`src/rtl/ysyx_22040386_lsu_pkg.sv`:
```
// Shared definitions for the load/store unit and its alignment helper.
// Contents:
//   SZ_B/SZ_H/SZ_W/SZ_D  encodings of i_lsu_size[1:0]
//   SZ_UNSIGNED           bit index of the unsigned-load flag in i_lsu_size
//   lsu_state_e           access FSM states
//   base_mask()           byte mask of an access at lane offset 0
//   misaligned()          natural-alignment check on the low address bits
package ysyx_22040386_lsu_pkg;

  localparam logic [1:0] SZ_B = 2'd0;
  localparam logic [1:0] SZ_H = 2'd1;
  localparam logic [1:0] SZ_W = 2'd2;
  localparam logic [1:0] SZ_D = 2'd3;
  localparam int SZ_UNSIGNED = 2;

  typedef enum logic [1:0] {
    ST_IDLE,
    ST_REQ,
    ST_WAIT,
    ST_DONE
  } lsu_state_e;

  // Eight bits wide so the same helper serves 32- and 64-bit datapaths;
  // callers keep the low MW bits.
  function automatic logic [7:0] base_mask(input logic [1:0] sz);
    case (sz)
      SZ_B:    base_mask = 8'h01;
      SZ_H:    base_mask = 8'h03;
      SZ_W:    base_mask = 8'h0F;
      default: base_mask = 8'hFF;
    endcase
  endfunction

  function automatic logic misaligned(input logic [1:0] sz, input logic [2:0] a);
    case (sz)
      SZ_B:    misaligned = 1'b0;
      SZ_H:    misaligned = a[0];
      SZ_W:    misaligned = |a[1:0];
      default: misaligned = |a;
    endcase
  endfunction

endpackage

```
`src/rtl/ysyx_22040386_lsu_if.sv`:
```
// Request/grant/response memory bus between the LSU (master) and memory (slave).
// Signals:
//   o_bus_req/i_bus_gnt        request handshake; fields stable until grant
//   o_bus_we, o_bus_addr       write enable, MW-aligned address
//   o_bus_wdata, o_bus_wmask   lane-shifted store data and byte mask
//   i_bus_rvalid, i_bus_rdata  response strobe and raw read data
//   i_bus_err                  bus error, meaningful with i_bus_rvalid
interface ysyx_22040386_lsu_if #(
  parameter int XLEN = 64,
  parameter int AW   = 64
);
  localparam int MW = XLEN / 8;

  logic            o_bus_req;
  logic            i_bus_gnt;
  logic            o_bus_we;
  logic [AW-1:0]   o_bus_addr;
  logic [XLEN-1:0] o_bus_wdata;
  logic [MW-1:0]   o_bus_wmask;
  logic            i_bus_rvalid;
  logic [XLEN-1:0] i_bus_rdata;
  logic            i_bus_err;

  modport master (
    output o_bus_req, o_bus_we, o_bus_addr, o_bus_wdata, o_bus_wmask,
    input  i_bus_gnt, i_bus_rvalid, i_bus_rdata, i_bus_err
  );

  modport slave (
    input  o_bus_req, o_bus_we, o_bus_addr, o_bus_wdata, o_bus_wmask,
    output i_bus_gnt, i_bus_rvalid, i_bus_rdata, i_bus_err
  );

endinterface

```
`src/rtl/ysyx_22040386_lsu_align.sv`:
```
// Combinational lane alignment shared by the LSU and, later, the data cache.
// Ports:
//   off        byte offset of the access inside one XLEN word
//   size       [1:0] access size, [2] unsigned-load flag
//   wdata      right-justified store data
//   rdata_raw  raw bus word
//   wmask      byte mask shifted to the access lanes
//   wdata_sh   store data shifted to the access lanes
//   rdata_ext  load data shifted down, truncated and sign/zero-extended
module ysyx_22040386_lsu_align
  import ysyx_22040386_lsu_pkg::*;
#(
  parameter  int XLEN = 64,
  localparam int MW   = XLEN / 8,
  localparam int OW   = $clog2(MW),
  localparam int IW   = $clog2(XLEN)
) (
  input  logic [OW-1:0]   off,
  input  logic [2:0]      size,
  input  logic [XLEN-1:0] wdata,
  input  logic [XLEN-1:0] rdata_raw,
  output logic [MW-1:0]   wmask,
  output logic [XLEN-1:0] wdata_sh,
  output logic [XLEN-1:0] rdata_ext
);

  logic [7:0]      bm;
  logic [MW-1:0]   mask_base;
  logic [XLEN-1:0] shifted;
  logic [XLEN-1:0] lane_keep;
  logic [IW-1:0]   top_idx;
  logic            sign;

  // The byte mask at offset 0 doubles as the bit-keep mask for extension:
  // kept bytes pass through, the rest are filled with the sign bit.
  always_comb begin
    bm        = base_mask(size[1:0]);
    mask_base = bm[MW-1:0];
    wmask     = mask_base << off;
    wdata_sh  = wdata << {off, 3'b000};
    shifted   = rdata_raw >> {off, 3'b000};
    lane_keep = '0;
    for (int i = 0; i < MW; i++) begin
      lane_keep[8*i +: 8] = {8{mask_base[i]}};
    end
    case (size[1:0])
      SZ_B:    top_idx = IW'(7);
      SZ_H:    top_idx = IW'(15);
      SZ_W:    top_idx = IW'(31);
      default: top_idx = IW'(XLEN - 1);
    endcase
    sign      = shifted[top_idx] & ~size[SZ_UNSIGNED];
    rdata_ext = (shifted & lane_keep) | ({XLEN{sign}} & ~lane_keep);
  end

endmodule

```
`src/rtl/ysyx_22040386_lsu.sv`:
```
// Multi-cycle load/store unit for the MEM stage.
// Latches one access, screens it for illegal/misaligned forms, then runs a
// request/grant/response transaction on the bus interface and returns the
// extended load data with a one-cycle done pulse.
// Ports:
//   i_lsu_clk, i_lsu_rst_n     clock, asynchronous active-low reset
//   i_lsu_valid/read/write     access request from MEM, held until done
//   i_lsu_size/addr/wdata      access size (+unsigned flag), address, store data
//   o_lsu_ready                access accepted this cycle
//   o_lsu_done/rdata/err       completion pulse with load data and error
//   o_lsu_stall                pipeline stall
//   bus                        memory bus (master side)
module ysyx_22040386_lsu
  import ysyx_22040386_lsu_pkg::*;
#(
  parameter  int XLEN        = 64,
  parameter  int AW          = 64,
  parameter  int BUS_TIMEOUT = 255,
  localparam int MW          = XLEN / 8
) (
  input  logic            i_lsu_clk,
  input  logic            i_lsu_rst_n,
  input  logic            i_lsu_valid,
  input  logic            i_lsu_read,
  input  logic            i_lsu_write,
  input  logic [2:0]      i_lsu_size,
  input  logic [AW-1:0]   i_lsu_addr,
  input  logic [XLEN-1:0] i_lsu_wdata,
  output logic            o_lsu_ready,
  output logic            o_lsu_done,
  output logic [XLEN-1:0] o_lsu_rdata,
  output logic            o_lsu_err,
  output logic            o_lsu_stall,
  ysyx_22040386_lsu_if.master bus
);

  localparam int OW = $clog2(MW);
  localparam int CW = $clog2(BUS_TIMEOUT + 1);

  lsu_state_e      state, state_n;
  logic [CW-1:0]   cnt_q, cnt_n;
  logic [AW-1:0]   addr_q;
  logic [2:0]      size_q;
  logic            read_q, write_q;
  logic [XLEN-1:0] wdata_q;
  logic [XLEN-1:0] rdata_q, rdata_n;
  logic            err_q, err_n;

  logic            accept, in_req, illegal;
  logic [MW-1:0]   al_wmask;
  logic [XLEN-1:0] al_wdata, al_rdata;

  assign accept  = (state == ST_IDLE) && i_lsu_valid;
  assign in_req  = (state == ST_REQ);
  assign illegal = misaligned(i_lsu_size[1:0], i_lsu_addr[2:0]) ||
                   ((XLEN == 32) && (i_lsu_size[1:0] == SZ_D));

  ysyx_22040386_lsu_align #(.XLEN(XLEN)) u_align (
    .off       (addr_q[OW-1:0]),
    .size      (size_q),
    .wdata     (wdata_q),
    .rdata_raw (bus.i_bus_rdata),
    .wmask     (al_wmask),
    .wdata_sh  (al_wdata),
    .rdata_ext (al_rdata)
  );

  // Next-state logic. Result registers are written on every entry into DONE
  // so rdata/err are settled for the whole done cycle. A NOP is screened
  // before alignment, so a NOP with an odd address completes cleanly.
  always_comb begin
    state_n = state;
    cnt_n   = cnt_q;
    rdata_n = rdata_q;
    err_n   = err_q;
    case (state)
      ST_IDLE: begin
        if (i_lsu_valid) begin
          rdata_n = '0;
          err_n   = 1'b0;
          cnt_n   = '0;
          if (i_lsu_read && i_lsu_write) begin
            state_n = ST_DONE;
            err_n   = 1'b1;
          end else if (!i_lsu_read && !i_lsu_write) begin
            state_n = ST_DONE;
          end else if (illegal) begin
            state_n = ST_DONE;
            err_n   = 1'b1;
          end else begin
            state_n = ST_REQ;
          end
        end
      end
      ST_REQ: begin
        if (bus.i_bus_gnt) begin
          state_n = ST_WAIT;
          cnt_n   = '0;
        end else if (cnt_q == CW'(BUS_TIMEOUT - 1)) begin
          state_n = ST_DONE;
          err_n   = 1'b1;
          cnt_n   = '0;
        end else begin
          cnt_n = cnt_q + CW'(1);
        end
      end
      ST_WAIT: begin
        if (bus.i_bus_rvalid) begin
          state_n = ST_DONE;
          err_n   = bus.i_bus_err;
          rdata_n = read_q ? al_rdata : '0;
        end
      end
      ST_DONE: state_n = ST_IDLE;
      default: state_n = ST_IDLE;
    endcase
  end

  // State and datapath registers; the access fields are captured only on
  // acceptance so the bus fields stay stable while waiting for grant.
  always_ff @(posedge i_lsu_clk or negedge i_lsu_rst_n) begin
    if (!i_lsu_rst_n) begin
      state   <= ST_IDLE;
      cnt_q   <= '0;
      addr_q  <= '0;
      size_q  <= '0;
      read_q  <= 1'b0;
      write_q <= 1'b0;
      wdata_q <= '0;
      rdata_q <= '0;
      err_q   <= 1'b0;
    end else begin
      state   <= state_n;
      cnt_q   <= cnt_n;
      rdata_q <= rdata_n;
      err_q   <= err_n;
      if (accept) begin
        addr_q  <= i_lsu_addr;
        size_q  <= i_lsu_size;
        read_q  <= i_lsu_read;
        write_q <= i_lsu_write;
        wdata_q <= i_lsu_wdata;
      end
    end
  end

  // Bus fields are forced to zero outside REQ so the bus is quiet at reset
  // and between transactions.
  assign bus.o_bus_req   = in_req;
  assign bus.o_bus_we    = in_req & write_q;
  assign bus.o_bus_addr  = in_req ? {addr_q[AW-1:OW], {OW{1'b0}}} : '0;
  assign bus.o_bus_wdata = in_req ? al_wdata : '0;
  assign bus.o_bus_wmask = in_req ? al_wmask : '0;

  assign o_lsu_ready = accept;
  assign o_lsu_done  = (state == ST_DONE);
  assign o_lsu_rdata = rdata_q;
  assign o_lsu_err   = err_q;
  assign o_lsu_stall = i_lsu_valid & ~o_lsu_done;

endmodule

```
`src/flat_wrapper.sv`:
```
// flat-port wrapper written by rule: the top's interface ports become plain ports
module ysyx_22040386_lsu_flat import ysyx_22040386_lsu_pkg::*;
#(
  parameter  int XLEN        = 64,
  parameter  int AW          = 64,
  parameter  int BUS_TIMEOUT = 255,
  localparam int MW          = XLEN / 8
)
  (i_lsu_clk, i_lsu_rst_n, i_lsu_valid, i_lsu_read, i_lsu_write, i_lsu_size, i_lsu_addr, i_lsu_wdata, o_lsu_ready, o_lsu_done, o_lsu_rdata, o_lsu_err, o_lsu_stall, bus_o_bus_req, bus_o_bus_we, bus_o_bus_addr, bus_o_bus_wdata, bus_o_bus_wmask, bus_i_bus_gnt, bus_i_bus_rvalid, bus_i_bus_rdata, bus_i_bus_err);
  ysyx_22040386_lsu_if #(.XLEN(XLEN), .AW(AW)) bus_i ();
  input  logic i_lsu_clk;
  input  logic i_lsu_rst_n;
  input  logic i_lsu_valid;
  input  logic i_lsu_read;
  input  logic i_lsu_write;
  input  logic [2:0] i_lsu_size;
  input  logic [AW-1:0] i_lsu_addr;
  input  logic [XLEN-1:0] i_lsu_wdata;
  output logic o_lsu_ready;
  output logic o_lsu_done;
  output logic [XLEN-1:0] o_lsu_rdata;
  output logic o_lsu_err;
  output logic o_lsu_stall;
  output wire logic [$bits(bus_i.o_bus_req)-1:0] bus_o_bus_req;
  output wire logic [$bits(bus_i.o_bus_we)-1:0] bus_o_bus_we;
  output wire logic [$bits(bus_i.o_bus_addr)-1:0] bus_o_bus_addr;
  output wire logic [$bits(bus_i.o_bus_wdata)-1:0] bus_o_bus_wdata;
  output wire logic [$bits(bus_i.o_bus_wmask)-1:0] bus_o_bus_wmask;
  input wire logic [$bits(bus_i.i_bus_gnt)-1:0] bus_i_bus_gnt;
  input wire logic [$bits(bus_i.i_bus_rvalid)-1:0] bus_i_bus_rvalid;
  input wire logic [$bits(bus_i.i_bus_rdata)-1:0] bus_i_bus_rdata;
  input wire logic [$bits(bus_i.i_bus_err)-1:0] bus_i_bus_err;
  assign bus_o_bus_req = bus_i.o_bus_req;
  assign bus_o_bus_we = bus_i.o_bus_we;
  assign bus_o_bus_addr = bus_i.o_bus_addr;
  assign bus_o_bus_wdata = bus_i.o_bus_wdata;
  assign bus_o_bus_wmask = bus_i.o_bus_wmask;
  assign bus_i.i_bus_gnt = bus_i_bus_gnt;
  assign bus_i.i_bus_rvalid = bus_i_bus_rvalid;
  assign bus_i.i_bus_rdata = bus_i_bus_rdata;
  assign bus_i.i_bus_err = bus_i_bus_err;
  ysyx_22040386_lsu #(.XLEN(XLEN), .AW(AW), .BUS_TIMEOUT(BUS_TIMEOUT)) u_core (.i_lsu_clk(i_lsu_clk), .i_lsu_rst_n(i_lsu_rst_n), .i_lsu_valid(i_lsu_valid), .i_lsu_read(i_lsu_read), .i_lsu_write(i_lsu_write), .i_lsu_size(i_lsu_size), .i_lsu_addr(i_lsu_addr), .i_lsu_wdata(i_lsu_wdata), .o_lsu_ready(o_lsu_ready), .o_lsu_done(o_lsu_done), .o_lsu_rdata(o_lsu_rdata), .o_lsu_err(o_lsu_err), .o_lsu_stall(o_lsu_stall), .bus(bus_i));
endmodule
```
`config.mk`:
```
export PLATFORM = sky130hd
export DESIGN_NAME = ysyx_22040386_lsu_flat
export DESIGN_NICKNAME = d
export VERILOG_FILES = /design/src/rtl/ysyx_22040386_lsu_pkg.sv /design/src/rtl/ysyx_22040386_lsu_if.sv /design/src/rtl/ysyx_22040386_lsu_align.sv /design/src/rtl/ysyx_22040386_lsu.sv /design/src/flat_wrapper.sv
export SDC_FILE = /design/constraint.sdc
export NUM_CORES = 1
export LEC_CHECK = 0
export BUFFER_PORTS_ARGS = -buffer_cell sky130_fd_sc_hd__buf_2
export CORE_UTILIZATION = 35
export CTS_BUF_LIST = sky130_fd_sc_hd__clkbuf_16
export CTS_CLUSTER_SIZE = 40
export DETAILED_ROUTE_END_ITERATION = 16
export PLACE_DENSITY_LB_ADDON = 0.2
export SYNTH_ARGS = -nofsm -noshare
export SYNTH_HDL_FRONTEND = slang
export SYNTH_SLANG_ARGS = --single-unit
```
`constraint.sdc`:
```
create_clock -name i_lsu_clk -period 2.4 [get_ports i_lsu_clk]
set_input_delay 0.24 -clock i_lsu_clk [delete_from_list [all_inputs] [get_ports i_lsu_clk]]
set_output_delay 0.24 -clock i_lsu_clk [all_outputs]
set_load 0.01 [all_outputs]
```
# Yosys cells after proc, flatten, opt, wreduce, memory -nomap -nowiden

Index checks and enable logic that the tools add are counted.

Reduce and logical (&&, ||, !) cells: 17
Shift-type cells: 3
$lt $le $gt $ge: 1
Div/mod/pow operators: 0
Equality and inequality tests: 13
Multiplexer cells: 32
$mul: 0
Bitwise gates (word level): 9
$add $sub $neg: 1

Operators with widths:

| operator              | number |
|---|---|
| $mux W64              | 5 |
| $and A64 B64 Y64      | 2 |
| $pmux W64 S2          | 1 |
| $not A64 Y64          | 1 |
| $or A64 B64 Y64       | 1 |
| $shl A64 B6 Y64       | 1 |
| $shr A64 B6 Y64       | 1 |
| $mux W8               | 4 |
| $pmux W8 S3           | 1 |
| $pmux W6 S3           | 1 |
| $pmux W8 S2           | 1 |
| $mux W2               | 7 |
| $add A8 B1 Y8 const B | 1 |
| $eq A2 B2 Y1 const B  | 4 |
| $eq A8 B8 Y1 const B  | 1 |
| $mux W1               | 8 |
| $ne A2 B2 Y1 const B  | 4 |
| $pmux W2 S4           | 1 |
| $shl A8 B3 Y8         | 1 |
| $lt A6 B7 Y1 const B  | 1 |
| $bmux W1 S6           | 1 |
| $eq A2 B1 Y1 const B  | 3 |
| $logic_not A2 Y1      | 3 |
| $pmux W1 S3           | 2 |
| other kinds (12)      | 20 |

Bits in read-only memories: 0
RAM bits: 0
Register bits: 208
Word-level logic and storage cells: 85
Latch bits: 0
Output and inout port bits: 206
Memories: 0
Bits of input ports: 203

# Longest topological paths before layout

Gate-level depths: netlist (run 1).

Word-level depth: 10
Gate-level depth with buffers: 10
Depth with buffers taken out: 7

# By module

Synthesis (run 1) repeated with hierarchy kept, for this count alone.

Cells, all modules: 1398
Area, all modules: 13543.0 um^2

By module, submodules not included:

| module                  | cells each | area an instance (um^2) | times used | seq. area each (um^2) |
|---|---|---|---|---|
| ysyx_22040386_lsu       | 795        | 9282.7                  | 1          | 5205.0 |
| ysyx_22040386_lsu_align | 603        | 4260.3                  | 1          | 0.0 |

# Worst setup path after synthesis (run 1)

No wires, ideal clock.

Path type: reg-to-reg
Start: register u_core.state[0]
End: register u_core.rdata_q[48], in the netlist u_core.o_lsu_rdata[48]
Path buffers: 3
Setup time: 0.126 ns
Setup slack: 0.215 ns
Clock period less this slack: 2.185 ns
Arrival: 2.060 ns
Stages on the path, launching flop included: 10
Data required time: 2.274 ns
Path through: dfrtp_1 > inv_1 > ha_1 > buf_2 > nor2b_1 > or3_1 > buf_2 > buf_1 > nor3_4 > a221o_1

Longest elaborated chain between the ends: 3
Elaborated cells on any way between the ends: 7
Classes of those cells: eq/ne: 3; mux: 1; reduce/logical: 3

Ends and longest elaborated chain:

| what                                                                       | line                     | RTL |
|---|---|---|
| start: declaration                                                         | ysyx_22040386_lsu.sv:40  | `lsu_state_e state, state_n;` |
| start signal: assignment                                                   | ysyx_22040386_lsu.sv:133 | `state <= state_n;` |
| $eq A2 B2 Y1 / $logic_not A2 Y1 (equally long branches)                    | ysyx_22040386_lsu.sv:76  | `case (state)` |
| $ne A2 B2 Y1 (no source line) / $reduce_bool A2 Y1 (equally long branches) | -                        |  |
| $reduce_and A3 Y1 (no source line)                                         | -                        |  |
| end signal: assignment                                                     | ysyx_22040386_lsu.sv:135 | `rdata_q <= rdata_n;` |
| end: declaration                                                           | ysyx_22040386_lsu.sv:46  | `logic [XLEN-1:0] rdata_q, rdata_n;` |

Parallel ways exist; a longest one is shown, timed or not.
A chain may end at the register's enable or synchronous reset.

# Worst setup path after layout (run 1)

Start: register u_core.addr_q[0]
End: output port bus_o_bus_wdata[61]

Longest elaborated chain between the ends: 2

Ends and longest elaborated chain:

| what                     | line                          | RTL |
|---|---|---|
| start: declaration       | ysyx_22040386_lsu.sv:42       | `logic [AW-1:0] addr_q;` |
| start signal: assignment | ysyx_22040386_lsu.sv:138      | `addr_q <= i_lsu_addr;` |
| $shl A64 B6 Y64          | ysyx_22040386_lsu_align.sv:40 | `wdata_sh = wdata << {off, 3'b000};` |
| $mux W64                 | ysyx_22040386_lsu.sv:152      | `assign bus.o_bus_wdata = in_req ? al_wdata : '0;` |
| end: declaration         | flat_wrapper.sv:27            | `output wire logic [$bits(bus_i.o_bus_wdata)-1:0] bus_o_bus_wdata;` |

No other way between the ends.

==> flow_summary.json, run 1 <==
{
  "path_buf_inv": 3,
  "busiest_layer": "met2",
  "dieWidth_um": 188.3,
  "wl_per_cell_um": 21.56,
  "min_to": "u_core.o_lsu_rdata[58]",
  "ioPinCount": 409,
  "critical_path.max_stage_delay_ps": 570,
  "synth_area_um2": 12150,
  "slew_headroom_pct": 55.87,
  "cts_root_buf": "clkbuf_16",
  "fin_skew_ps": 11.91,
  "max_freq_mhz": 389.4,
  "synth_edf_count": 0,
  "cp.arrival_ps": 2330,
  "grt_max_degree": 76,
  "ant_nets": 0,
  "synth_commonest_cells": "dfrtp_1, mux2_2, and2_1",
  "crit_path_top_delay_cell": "dfrtp_4",
  "fin_crit_sh_pct": 107.0,
  "r2r_start": "u_core.addr_q[0]",
  "switching_share_pct": 41.91,
  "whs_ps": 20.44,
  "power.share.sequential_pct": 26.7,
  "num_vias": 11730,
  "grt_pass1_wl_um": 71310,
  "path_max_fanout": 6,
  "crit_path_end_kind": "output port",
  "path_clk_slew_ps": 60,
  "finalSetupViolCount": 62,
  "worstHoldStart": "bus_i_bus_rdata[58]",
  "final-hold-violation-count": 0,
  "worst_pin_slew_ps": 662.0,
  "totalPowerFinal_w": 0.02446,
  "placed_cell_area_um2": 14940,
  "layout_min_cycle_time_ps": 2568,
  "crit_chain": "buf_16, buf_4, mux2i_4, a21oi_2, mux2i_1, nor2b_1, buf_2",
  "fillers": 3068,
  "cts_tree": "done",
  "async_flop_share_pct": 100.0,
  "die-area_um2": 35470,
  "yosysMostFrequentCell": "dfrtp_1",
  "ys_types": 54,
  "synth.ff_latch_count": 208,
  "hp-class": "in2reg",
  "p_leak_nw": 8.811,
  "syn_to_final_growth_pct": 49.17,
  "crit_type": "reg2out",
  "cp_top_family": "flip-flops",
  "drt-initial-drc-count": 682,
  "p_switching_w": 0.01025,
  "grt.total_usage_pct": 25.71,
  "wirelength_um": 47450,
  "cts_buffers": 26,
  "final_nets": 1940,
  "grt_pass1_vias": 12130,
  "die_h_um": 188.3,
  "rsz0062_at_grt": "true",
  "violations": "negative setup slack",
  "grtUsageMet2_pct": 46.14,
  "clk_latency_ps": 540,
  "r2r-end": "u_core.o_lsu_rdata[35]",
  "p_int_w": 0.01421,
  "drive_gt1_share_pct": 44.95,
  "seq_area_frac_synth_pct": 42.83,
  "final_area_um2": 18130,
  "initial_utilization_pct": 35.88,
  "gp_congestion": 0.9424,
  "use_met1_pct": 30.75,
  "netlist.area_leader.share_pct": 42.83,
  "power-per-cell-area_nw_per_um2": 1349,
  "grt_antenna_before_repair": 7,
  "worst_slack_ps": -168.1,
  "tns_ps": -3152,
  "synth_area_leader_cell": "dfrtp_1",
  "port_buffers": 405,
  "ys_warn_count": 0,
  "r2r_setup_slack_ps": -90,
  "num_rows": 67,
  "combPwrFrac_pct": 57.7,
  "required_ps": 2160,
  "core_area_um2": 33870,
  "hold_path_depth": 2,
  "start_kind": "register",
  "clock_sinks": 208,
  "synth_area_leaders": "dfrtp_1, mux2_2, mux2i_1",
  "syn_inst": 1161,
  "syn_avg_cell_area_um2": 10.47,
  "place_hpwl_um": 32780,
  "clockBufferDepth": 3,
  "status": "finished, violations left",
  "drt_drc_violations_left": 0,
  "htree_levels": 1,
  "ff2ff_path_depth": 8,
  "p_clk_share_pct": 15.7,
  "maxCapViolations": 0,
  "grt_util_met3_pct": 5.737,
  "slew_violations": 0,
  "pre_cts_ws_ps": 40.97,
  "grt_overflow": 0,
  "first_pass_iters": 4,
  "ir_drop_uv": 709.9,
  "via_per_inst": 5.328,
  "synthFlopType": "dfrtp_1"
}
## cell usage in the layout (no fill, tap or decap), drive strengths merged, types with 3 or more instances in the layout
master,count
buf,498
dfrtp,208
mux2,158
dlygate4sd3,135
and2,96
mux2i,77
nand2,70
nor2,69
o21ai,58
a221o,49
nor2b,46
a21oi,44
clkbuf,31
inv,27
a211oi,24
clkinv,15
and3,12
o22ai,11
a211o,11
mux4,10
nand3,10
a32o,9
o32ai,8
o31a,7
or2,7
a22oi,6
nand4,6
ha,6
nand2b,5
a21o,5
or3,4
xor2,3
o31ai,3
conb,3
nor3,3
## layout make-up
cell class | instances | area (um^2) | area share (%)
Multi-Input combinational cell | 834 | 6779 | 37.39
Clock inverter | 22 | 181.4 | 1.001
Timing Repair Buffer | 638 | 4619 | 25.48
Clock buffer | 26 | 650.6 | 3.589
Timing Repair inverter | 1 | 8.758 | 0.04831
Inverter | 22 | 106.4 | 0.5867
Sequential cell | 208 | 5218 | 28.78
Antenna cell | 2 | 5.005 | 0.02761
Tap cell | 448 | 560.5 | 3.092
## state kept, by name, indices dropped and copies added (netlist names)
name and flops:
u_core.read_q 1, u_core.size_q 3, u_core.cnt_q 8, u_core.wdata_q 64, u_core.write_q 1, u_core.addr_q 64, u_core.o_lsu_rdata 64, u_core.o_lsu_err 1
u_core.state 2
## worst reg2reg max path: cells and delay by family, from the launching register on
kind,cells,cell delay [ps]
compound gates,2,640
buf+inv,3,460
flops,1,530
mux,1,350
simple gates,2,400
## kinds of logic (layout without fill, tap and decap cells)
kind of cell               Yosys count  in the layout  synth area share, %
and+or+nand+nor                    330            332                14.50
adders and majority gates            6              6               0.6177
muxes                              245            245                22.84
buffers and inverters              123            709                4.530
DFF                                208            208                42.83
xor gates and xnor gates             3              3               0.2162
other                                1              5              0.03086
AOI/OAI and AO/OA                  245            245                14.44
## worst max-delay path by stage
stage,startpoint,end,slack (ps),cells after the start
detailed placement,u_core.addr_q[1],u_core.o_lsu_rdata[56],40,5
finish,u_core.addr_q[0],bus_o_bus_wdata[61],-170,7
CTS,u_core.addr_q[0],bus_o_bus_wdata[58],-150,8
global route,u_core.addr_q[0],bus_o_bus_wdata[58],-240,8
global placement,u_core.addr_q[1],u_core.o_lsu_rdata[48],100,5
floorplan,u_core.state[0],u_core.o_lsu_rdata[48],210,9
## layer usage
metal | part of all wire [%] | routed length, um
met5 | 0.13 | 60
met4 | 2.6 | 1225
met2 | 51 | 24050
met1 | 39 | 18690
met3 | 7.2 | 3432
## repair_timing
action / in CTS / in global routing
cloned: 5 / 8
setup buffers: 8 / 18
pin swaps: 14 / 12
hold buffers: 135 / 0
gates resized for setup: 79 / 65
setup endpoints to repair: 71 / 130
hold endpoints to repair: 202 / 0
## stage by stage
stage	utilization (%)	std cells
2_1_floorplan	-	1163
3_3_place_gp	44.11	1977
3_5_place_dp	44.11	1977
4_1_cts	51.86	2173
5_1_grt	53.53	2201
6_report	53.53	2201
## power by group through the flow
stage               Combinational (W)  Clock, W  Sequential, W
CTS                            0.0131   0.00393        0.00644
global route                   0.0152   0.00409        0.00674
detailed placement             0.0120         0        0.00645
global placement               0.0119         0        0.00641
finish                         0.0141   0.00383        0.00652
floorplan                     0.00781         0        0.00613
Power figures use the tool's default switching activity.
==> run 2, diff against run 1 <==
Settings changed: SYNTH_HIERARCHICAL set to 1.
==> flow_summary.json, run 2 <==
{
  "grtUsageMet2_pct": 43.86,
  "synth_area_um2": 13540,
  "wirelength_um": 52180,
  "ys_warn_count": 6,
  "status": "finished, violations left",
  "maxCapViolations": 0,
  "final_util_pct": 52.38,
  "rsz0062_at_grt": "true",
  "totalPowerFinal_w": 0.02769,
  "wl_per_cell_um": 21.02,
  "grt_util_met3_pct": 5.765,
  "async_flop_share_pct": 100.0,
  "crit_chain": "buf_16, buf_12, buf_6, mux2_4, o211ai_1, o21ai_1, and2_1, buf_2",
  "path_max_fanout": 5,
  "gp_congestion": 0.8649,
  "ff2ff_path_depth": 9,
  "netlist.area_leader.share_pct": 38.43,
  "dieWidth_um": 198.7,
  "worst_pin_slew_ps": 720.5,
  "seq_area_frac_synth_pct": 38.43,
  "clock_sinks": 208,
  "crit_type": "reg2out",
  "clockBufferDepth": 3,
  "num_rows": 71,
  "die_h_um": 198.7,
  "grt_pass1_wl_um": 78110,
  "grt.total_usage_pct": 25.86,
  "layout_common_cells": "buf_2, dfrtp_1, and2_1, mux2_2, dlygate4sd3_1",
  "layout_min_cycle_time_ps": 2619,
  "crit_path_top_delay_cell": "dfrtp_4",
  "place_hpwl_um": 34910,
  "drt_drc_violations_left": 0,
  "cts_root_buf": "clkbuf_16",
  "syn_to_final_growth_pct": 46.38,
  "ir_drop_uv": 694.1,
  "cp-startpoint": "u_core/addr_q[1]",
  "required_ps": 2160,
  "mostFrequentLayoutCell": "buf_2",
  "grt_antenna_before_repair": 6,
  "clk_latency_ps": 560,
  "grt_max_degree": 70,
  "pre_cts_ws_ps": 30.03,
  "synth_area_leaders": "dfrtp_1, mux2_2, mux2i_1",
  "fin_skew_ps": 20.42,
  "die-area_um2": 39490,
  "syn_avg_cell_area_um2": 9.687,
  "grt_pass1_vias": 13090,
  "synth_edf_count": 0,
  "htree_levels": 1,
  "critical_path.max_stage_delay_ps": 510,
  "cts_tree": "done",
  "r2r_start": "u_core/addr_q[1]",
  "hp-class": "in2reg",
  "synth_commonest_cells": "dfrtp_1, and2_1, mux2_2",
  "r2r-end": "u_core/o_lsu_rdata[59]",
  "ant_nets": 0,
  "p_leak_nw": 9.406,
  "slew_headroom_pct": 51.96,
  "crit_path_end_kind": "output port",
  "violations": "negative setup slack",
  "use_met1_pct": 32.23,
  "cts_buffers": 27,
  "syn_inst": 1398,
  "drive_gt1_share_pct": 41.51,
  "grt_overflow": 0,
  "max_freq_mhz": 381.9,
  "drt-initial-drc-count": 792,
  "ys_types": 50,
  "port_buffers": 405,
  "first_pass_iters": 5,
  "endpoint": "bus_o_bus_wdata[51]",
  "ioPinCount": 409,
  "yosysMostFrequentCell": "dfrtp_1",
  "fin_crit_sh_pct": 109.1,
  "path_clk_slew_ps": 60,
  "final_nets": 2155,
  "synth_area_leader_cell": "dfrtp_1",
  "whs_ps": 85.16,
  "power-per-cell-area_nw_per_um2": 1397,
  "worst_slack_ps": -218.8,
  "initial_utilization_pct": 35.79,
  "r2r_setup_slack_ps": -180,
  "slew_violations": 0,
  "start_kind": "register",
  "busiest_layer": "met2",
  "final-hold-violation-count": 0,
  "num_vias": 13020,
  "finalSetupViolCount": 104,
  "core_area_um2": 37840,
  "via_per_inst": 5.244,
  "synth.ff_latch_count": 208,
  "cp.arrival_ps": 2380,
  "synthFlopType": "dfrtp_1"
}
[run 2: final cells by class]
type,instances,area [um^2]
antenna,5,12.51
clock buffer,27,675.6
clock inverter,23,200.2
fill,3493,18020
inverter,71,271.5
multi-input combinational,994,7903
sequential,208,5214
tap,511,639.4
timing repair buffer,643,4908
[run 2: cell families after synthesis]
logic type / Yosys count / synth area share [%]
and+or+nand+nor: 483 / 18.63
adders and majority gates: 7 / 0.6467
AOI/OAI and AO/OA: 195 / 8.416
xor gates and xnor gates: 7 / 0.4527
other: 1 / 0.02769
muxes: 297 / 26.30
buffers and inverters: 200 / 7.086
DFF: 208 / 38.43
[run 2: worst min path at each step]
stage	startpoint	end	slack, ps	cells after the start
6_report	bus_i_bus_gnt	u_core/state[0]	90	4
5_1_grt	bus_i_bus_gnt	u_core/state[0]	90	4
4_1_cts	bus_i_bus_gnt	u_core/state[0]	70	4
3_5_place_dp	i_lsu_rst_n	u_core/o_lsu_rdata[49]	110	1
3_3_place_gp	i_lsu_rst_n	u_core/o_lsu_rdata[49]	110	1
2_1_floorplan	i_lsu_rst_n	u_core/addr_q[0]	-60	0
[run 2: worst max-delay path: cells and delay by family, from the launching register on]
kind / cells / cell delay [ps]
AND/OR/NAND/NOR: 1 / 160
flip-flops: 1 / 510
AO/OA/AOI/OAI: 2 / 270
buffers and inverters: 4 / 550
multiplexers: 1 / 310
[run 2: power breakdown]
group / total [W] / internal (W) / switching, W
registers: 0.00666 / 0.00512 / 0.00154
clock network: 0.00406 / 0.00238 / 0.00169
logic: 0.0170 / 0.00819 / 0.00877
[run 2: routing by layer]
layer	routed length (um)	share of wire [%]	vias up
met5	31	0.059	-
met4	1698	3.3	4
met3	3902	7.5	86
met2	25580	49	545
met1	20980	40	6389
li1	-	-	5992
[run 2: stage by stage]
step / TNS [ps] / instances / area [um^2]
2_1_floorplan: 0 / 1400 / 13550
3_3_place_gp: 0 / 2241 / 16220
3_5_place_dp: 0 / 2241 / 16220
4_1_cts: -12060 / 2467 / 19520
5_1_grt: -20250 / 2479 / 19820
6_report: -11690 / 2482 / 19820
[run 2: timing repair]
item                                    4_1_cts  5_1_grt
setup buffers                                28       12
cloned                                       14        1
pin swaps                                    28       14
hold buffers                                134        0
resized for setup                           138       81
endpoints found under the setup margin       65      127
hold endpoints to repair                    341        0
==> run 3, diff against run 2 <==
--- a/config.mk
+++ b/config.mk
@@ -13,2 +13,3 @@
 export PLACE_DENSITY_LB_ADDON = 0.2
+export SKIP_CTS_REPAIR_TIMING = 1
 export SYNTH_ARGS = -nofsm -noshare
==> constraint.sdc (replaced) <==
create_clock -name i_lsu_clk -period 2.4 [get_ports i_lsu_clk]
set_input_delay 0.48 -clock i_lsu_clk [delete_from_list [all_inputs] [get_ports i_lsu_clk]]
set_output_delay 0.48 -clock i_lsu_clk [all_outputs]
set_load 0.01 [all_outputs]
==> flow_summary.json, run 3 (synthesis gave the netlist of run 2 again) <==
{
  "worstHoldStart": "i_lsu_addr[16]",
  "die-area_um2": 39490,
  "grt_antenna_before_repair": 8,
  "core_area_um2": 37840,
  "totalPowerFinal_w": 0.02772,
  "drt_drc_violations_left": 0,
  "required_ps": 1920,
  "pre_cts_ws_ps": 0.8233,
  "path_max_fanout": 11,
  "port_buffers": 405,
  "grt.total_usage_pct": 23.71,
  "dieWidth_um": 198.7,
  "instances_no_fill": 2370,
  "cts_tree": "done",
  "wl_per_cell_um": 22.38,
  "initial_utilization_pct": 35.79,
  "grt_overflow": 0,
  "slew_headroom_pct": 65.13,
  "mostFrequentLayoutCell": "buf_2",
  "r2r_start": "u_core/addr_q[1]",
  "path_clk_slew_ps": 60,
  "clockBufferDepth": 3,
  "final_nets": 2047,
  "max_freq_mhz": 360.9,
  "worst_slack_ps": -370.5,
  "crit_chain": "buf_12, buf_4, nor2b_4, buf_12, a21oi_1, nor2_1, and2_1, buf_2",
  "maxCapViolations": 0,
  "fillers": 3582,
  "final_util_pct": 50.08,
  "first_pass_iters": 5,
  "route.met3.wl_um": 4592,
  "status": "finished, violations left",
  "clock_sinks": 208,
  "syn_to_final_growth_pct": 39.94,
  "fin_crit_sh_pct": 115.4,
  "violations": "negative setup slack",
  "ant_nets": 0,
  "dr_wl_met2_um": 26370,
  "gp_congestion": 0.9180,
  "num_rows": 71,
  "ir_drop_uv": 760.6,
  "routed.top_layer": "met5",
  "finalSetupViolCount": 140,
  "fin_skew_ps": 15.40,
  "ioPinCount": 409,
  "die_h_um": 198.7,
  "clk_latency_ps": 570,
  "rsz0062_at_grt": "true",
  "grt_pass1_wl_um": 71620,
  "start_kind": "register",
  "drt-initial-drc-count": 800,
  "worst_pin_slew_ps": 521.9,
  "layout_common_cells": "buf_2, dfrtp_1, mux2_2, and2_1",
  "wirelength_um": 53030,
  "cp-startpoint": "u_core/addr_q[1]",
  "cts_buffers": 27,
  "hp-class": "in2reg",
  "p_leak_nw": 9.039,
  "num_vias": 12710,
  "drive_gt1_share_pct": 46.58,
  "place_hpwl_um": 36010,
  "grt_max_degree": 65,
  "crit_path_top_delay_cell": "dfrtp_4",
  "critical_path.max_stage_delay_ps": 500,
  "place_inst": 2267,
  "crit_path_end_kind": "output port",
  "wl_met1_um": 20140,
  "layout_min_cycle_time_ps": 2771,
  "final-hold-violation-count": 0,
  "cp.arrival_ps": 2290,
  "tns_ps": -26520,
  "slew_violations": 0,
  "cts_root_buf": "clkbuf_16",
  "path_common_cell": "buf_12",
  "htree_levels": 1,
  "crit_type": "reg2out",
  "power-per-cell-area_nw_per_um2": 1463,
  "via_per_inst": 5.363,
  "grt_pass1_vias": 12270
}
==> run 3: per-stage QoR <==
step | instance area (um^2) | hold slack [ps]
after floorplan | 13560 | 184.4
after global placement | 16420 | 460.1
after detailed placement | 16420 | 462.4
after CTS | 17260 | -141.6
after global routing | 18950 | 101.0
final | 18950 | 122.2
==> run 3: final cells by class <==
type | instances | area, um^2 | share of cell area (%)
clock inverter | 20 | 156.4 | 0.8252
antenna | 4 | 10.01 | 0.05282
sequential | 208 | 5216 | 27.52
timing repair buffer | 537 | 4061 | 21.43
multi-input combinational | 992 | 7916 | 41.77
clock buffer | 27 | 675.6 | 3.565
inverter | 71 | 276.5 | 1.459
tap | 511 | 639.4 | 3.374
==> run 3: report_power, final <==
| part | switching, W | internal [W] | leakage, nW |
|---|---|---|---|
| Combinational | 0.00878 | 0.00840 | 6.01 |
| Sequential | 0.00154 | 0.00513 | 2.60 |
| Clock | 0.00163 | 0.00225 | 0.427 |
| Total | 0.0119 | 0.0158 | 9.04 |
==> run 3: critical path: cells and delay by family (launching register included) <==
kind	cells	cell delay, ps
AND/OR/NAND/NOR	3	500
AO/OA/AOI/OAI	1	90
buffers and inverters	4	610
flip-flops	1	500
==> run 3: routing by layer <==
metal	GRT usage, %	vias to the layer above
met5	0	-
met4	7.350	10
met3	5.968	129
met2	41.67	611
met1	28.21	6182
li1	-	5778
==> run 3: worst paths after layout <==
path	slack, ps	to	cells after the start
hold / removal	120	u_core/addr_q[16]	2
min in group asynchronous	460	u_core/o_lsu_rdata[51]	2
max in group asynchronous	1260	u_core/state[1]	3
hold reg to reg	480	u_core/addr_q[19]	1
setup / recovery	-370	bus_o_bus_wdata[17]	8
setup reg to reg	-230	u_core/o_lsu_rdata[36]	9
